### src/rtl/tcdm_rr_arbiter.sv
// Round-robin arbiter sharing one TCDM slave port between NR masters.
// An in-order ID FIFO routes each slave response back to the master that issued it.
module tcdm_rr_arbiter #(
    parameter int unsigned NR      = 2,
    parameter int unsigned AW      = 32,
    parameter int unsigned DW      = 32,
    parameter int unsigned MAX_OUT = 4
) (
    input  logic                 clk_i,
    input  logic                 rst_ni,
    input  logic [NR-1:0]        m_req_i,
    input  logic [NR*AW-1:0]     m_add_i,
    input  logic [NR-1:0]        m_wen_i,
    input  logic [NR*DW/8-1:0]   m_be_i,
    input  logic [NR*DW-1:0]     m_data_i,
    output logic [NR-1:0]        m_gnt_o,
    output logic [DW-1:0]        m_r_data_o,
    output logic [NR-1:0]        m_r_valid_o,
    output logic                 s_req_o,
    output logic [AW-1:0]        s_add_o,
    output logic                 s_wen_o,
    output logic [DW/8-1:0]      s_be_o,
    output logic [DW-1:0]        s_data_o,
    input  logic                 s_gnt_i,
    input  logic [DW-1:0]        s_r_data_i,
    input  logic                 s_r_valid_i,
    output logic                 busy_o,
    output logic                 err_o
);

    localparam int unsigned BW = DW / 8;
    localparam int unsigned IW = (NR > 1) ? $clog2(NR) : 1;
    localparam int unsigned FW = $clog2(MAX_OUT);
    localparam int unsigned CW = FW + 1;

    logic [IW-1:0] r_ptr;
    logic [IW-1:0] r_fifo [MAX_OUT];
    logic [FW-1:0] r_wptr;
    logic [FW-1:0] r_rptr;
    logic [CW-1:0] r_cnt;
    logic          r_err;

    logic [2*NR-1:0] w_req2;
    logic [NR-1:0]   w_rot;
    logic [IW-1:0]   w_off;
    logic [IW:0]     w_sum;
    logic [IW-1:0]   w_win;
    logic [IW-1:0]   w_ptr_nxt;
    logic [IW-1:0]   w_head;
    logic            w_any;
    logic            w_full;
    logic            w_empty;
    logic            w_acc;
    logic            w_pop;

    assign w_any   = |m_req_i;
    assign w_full  = (r_cnt == CW'(MAX_OUT));
    assign w_empty = (r_cnt == '0);
    assign w_head  = r_fifo[r_rptr];

    // Rotate requests so the pointer position is bit 0, pick the lowest set bit, then un-rotate.
    always_comb begin
        w_req2 = {m_req_i, m_req_i} >> r_ptr;
        w_rot  = w_req2[NR-1:0];
        w_off  = '0;
        for (int k = NR - 1; k >= 0; k--) begin
            if (w_rot[k]) w_off = IW'(k);
        end
        w_sum = {1'b0, r_ptr} + {1'b0, w_off};
        if (w_sum >= (IW+1)'(NR)) w_sum = w_sum - (IW+1)'(NR);
        w_win     = w_sum[IW-1:0];
        w_ptr_nxt = (w_win == IW'(NR - 1)) ? '0 : w_win + 1'b1;
    end

    // Full FIFO blocks requests even when a pop happens in the same cycle.
    assign s_req_o = w_any & ~w_full;
    assign w_acc   = s_req_o & s_gnt_i;
    assign w_pop   = s_r_valid_i & ~w_empty;

    always_comb begin
        s_add_o     = '0;
        s_wen_o     = 1'b0;
        s_be_o      = '0;
        s_data_o    = '0;
        m_gnt_o     = '0;
        m_r_valid_o = '0;
        for (int i = 0; i < NR; i++) begin
            if (w_any && (w_win == IW'(i))) begin
                s_add_o  = m_add_i[i*AW +: AW];
                s_wen_o  = m_wen_i[i];
                s_be_o   = m_be_i[i*BW +: BW];
                s_data_o = m_data_i[i*DW +: DW];
            end
            m_gnt_o[i]     = w_acc && (w_win == IW'(i));
            m_r_valid_o[i] = w_pop && (w_head == IW'(i));
        end
    end

    assign m_r_data_o = w_pop ? s_r_data_i : '0;
    assign busy_o     = w_any | ~w_empty;
    assign err_o      = r_err;

    always_ff @(posedge clk_i or negedge rst_ni) begin
        if (!rst_ni) begin
            r_ptr  <= '0;
            r_wptr <= '0;
            r_rptr <= '0;
            r_cnt  <= '0;
            r_err  <= 1'b0;
            for (int i = 0; i < MAX_OUT; i++) r_fifo[i] <= '0;
        end else begin
            if (w_acc) begin
                r_fifo[r_wptr] <= w_win;
                r_wptr         <= r_wptr + 1'b1;
                r_ptr          <= w_ptr_nxt;
            end
            if (w_pop) r_rptr <= r_rptr + 1'b1;
            if (w_acc && !w_pop)      r_cnt <= r_cnt + 1'b1;
            else if (!w_acc && w_pop) r_cnt <= r_cnt - 1'b1;
            // A response with nothing outstanding is a protocol violation; sticky until reset.
            if (s_r_valid_i && w_empty) r_err <= 1'b1;
        end
    end

endmodule

### config.mk
export PLATFORM = sky130hd
export DESIGN_NAME = tcdm_rr_arbiter
export DESIGN_NICKNAME = d
export VERILOG_FILES = /design/src/rtl/tcdm_rr_arbiter.sv
export SDC_FILE = /design/constraint.sdc
export NUM_CORES = 1
export LEC_CHECK = 0
export ABC_AREA = 1
export CORE_AREA = 10 10 102 104
export DETAILED_ROUTE_END_ITERATION = 7
export DIE_AREA = 0 0 112 114
export PLACE_DENSITY = 0.82
export SLEW_MARGIN = 30
export SYNTH_ARGS = -nofsm -noshare
export SYNTH_HDL_FRONTEND = slang
export SYNTH_SLANG_ARGS = --single-unit
### constraint.sdc
create_clock -name clk_i -period 3.12 [get_ports clk_i]
set_input_delay 0.468 -clock clk_i [delete_from_list [all_inputs] [get_ports clk_i]]
set_output_delay 0.468 -clock clk_i [all_outputs]
set_load 0.03 [all_outputs]
==> impl_metrics.csv <==
group,metric,value,unit
outcome,status,"finished, final reports clean",
placed_design,portBuffers,283,
synthesis,synthesis.nets,565,
synthesis,syn_inst,383,
global_route,overflow,0,
cts,ctsResizeCount,0,
global_route,grt_pass1_wl,18900,µm
timing,finalSetupViolations,0,
floorplan,pin_count,284,
worst_hold_path,min_from,"err_o",
global_route,grt_max_degree,70,
worst_hold_path,holdPathEnd,"err_o",
floorplan,die_x,112,µm
cts,cts_buffer_depth,2,
timing,finalHoldViolCount,0,
floorplan,rows,34,
cells_and_area,syn_to_final_growth,134,%
timing,rsz0062_at_grt,"false",
power,vdd_drop_max,0.000555,V
setup_path,crit_required,2650,ps
cells_and_area,final_util,59.8,%
power,p_leak,2.40,nW
cts,insertion_delay,250,ps
worst_hold_path,hp-class,"register to register",
timing,fin_skew,1.99,ps
global_route,first_global_vias,3429,
cells_and_area,fin_nets,835,
synthesis,ys_seq_area_share,15.0,%
placed_design,dp_cells,756,
synthesis,syn_area,2160,µm²
cts,cts_max_level,1,
timing,period_needed,2900,ps
detailed_routing,routed_wl,12700,µm
setup_path,reg2reg_slack,1050,ps
synthesis,yosysUniqueCellTypes,29,
detailed_routing,postRouteAntennaNets,0,
setup_path,cp-end-kind,"output port",
timing,finalSetupTns,0,ps
floorplan,core_area,8470,µm²
floorplan,die_area,12800,µm²
power,finalPower,2.46,mW
synthesis,syn_area_per_cell,5.65,µm²
placed_design,dp_hpwl,10900,µm
detailed_routing,vias,3451,
synthesis,ys_ff_latch,13,
cells_and_area,n_antenna_cell,0,
setup_path,r2r-end,"r_cnt[2]",
cells_and_area,layout.cells.non_filler,760,
detailed_routing,dr.pass1.iters,6,
global_route,antenna_found_initial,0,
setup_path,arrival,2440,ps
timing,slew_headroom,58.8,%
placed_design,gp_congestion,0.889,
detailed_routing,drc,0,
timing,fmax,0.344,GHz
timing,worstMarginPinSlew,616,ps
cts,cts.hold.buffers_added,0,
cts,numCtsBuffers,3,
cts,clockRootBuffer,"clkbuf_8",
job,cap_violations,0,
setup_path,rr_startpoint,"r_cnt[0]",
timing,drv_slew,0,
setup_path,r2r_cells,11,
floorplan,start_util,25.5,%
setup_path,critPathMaxFanout,49,
setup_path,worstSetupPathType,"input port to output port",
setup_path,crit_path_start_kind,"input port",
global_route,gr-usage-all-layers,18.0,%
worst_hold_path,holdPathStages,1,
cts,clkSinkCount,13,
detailed_routing,drtIter0Drc,207,
floorplan,die_y,114,µm
power,cellPowerDensity,486,nW/µm²
cts,cts_setup_buffers,0,
detailed_routing,wl_per_cell,16.7,µm
cts,cts_tree,"yes",
timing,fin_crit_sh,93.1,%
cts,clk_pin_slew_worst_paths,50,ps
cells_and_area,drive_above_1_share,7.06,%
synthesis,ys.warnings.count,0,
detailed_routing,via_per_inst,4.54,
power by group:
group,total (mW),internal [mW],leakage [nW],switching (mW)
Clock,0.152,0.0904,0.0228,0.0617
Sequential,0.324,0.251,0.154,0.0729
Combinational,1.98,0.837,2.22,1.15
per-layer routing:
| metal | global-route usage, % | part of all wire [%] | wire length, µm |
|---|---|---|---|
| met1 | 18.8 | 37 | 4750 |
| met2 | 35.2 | 54 | 6860 |
| met3 | 5.30 | 7.7 | 974 |
| met4 | 2.62 | 0.85 | 108 |
| met5 | 0 | 0 | 0 |
area by class of cell:
class | instances | area [µm²]
Sequential cell | 13 | 325
Fill cell | 730 | 3400
Timing Repair Buffer | 290 | 2880
Multi-Input combinational cell | 232 | 1250
Clock buffer | 4 | 45.0
Tap cell | 108 | 135
Inverter | 113 | 427
layout by cell type (no fill, tap or decap), drive strengths merged, types with 2 or more instances in the layout:
master         instances
buf                   20
clkbuf                 4
clkdlybuf4s50        270
dfrtp                 13
ha                     5
inv                  113
nand2                 24
nand3                 76
nand4                  5
nor2                  38
o21ai                 73
xnor2                  2
xor2                   3
critical path, stage by stage:
cell and delay (ps):
clkdlybuf4s50_1 520, nand2_2 230, buf_12 250, nand3_1 120, o21ai_0 100, clkdlybuf4s50_1 710
through the flow:
stage | setup slack (ps) | cell area, µm² | hold slack (ps)
after global placement | 258 | 5020 | 453
final | 216 | 5060 | 464
after floorplan | 1060 | 2160 | 172
after detailed placement | 211 | 5020 | 454
after global routing | 93.4 | 5060 | 487
after CTS | 207 | 5060 | 466
sequential cells by signal (all words and copies together) (netlist names):
signal,flops
r_ptr,1
r_fifo,4
r_cnt,3
r_wptr,2
err_o,1
r_rptr,2
Yosys cell counts (all sizes together):
cell,instances,share of area [%]
o21a,1,0.41
dfrtp,13,15
a31o,1,0.41
o211ai,1,0.35
nor2,38,7.1
buf,20,6.4
nand2,24,5.0
o21ai,73,19
and2,1,0.29
nand4,5,1.4
clkbuf,5,0.87
fa,1,0.93
a21oi,1,0.23
xor2,3,1.2
nand3,76,18
xnor2,2,0.81
inv,113,20
ha,5,2.9
cell families (layout without fill, tap and decap cells):
family                     count (synthesis)  in the layout  share of synthesized area, %
xor gates and xnor gates                   5              5                          2.03
adders and majority gates                  6              6                          3.82
AOI/OAI and AO/OA                         77             77                          20.5
and+or+nand+nor                          144            144                          31.6
buffers and inverters                    138            407                          27.0
DFF                                       13             13                          15.0
worst max-delay path by stage:
stage,slack [ps],from,end
after global routing,90,m_req_i[1],s_add_o[31]
after detailed placement,210,m_req_i[1],s_add_o[31]
after CTS,210,m_req_i[1],s_add_o[31]
after floorplan,1060,m_req_i[0],s_add_o[0]
after global placement,260,m_req_i[1],s_add_o[31]
final,220,m_req_i[1],s_add_o[31]
Note: power is estimated with default switching activity, not from simulation.
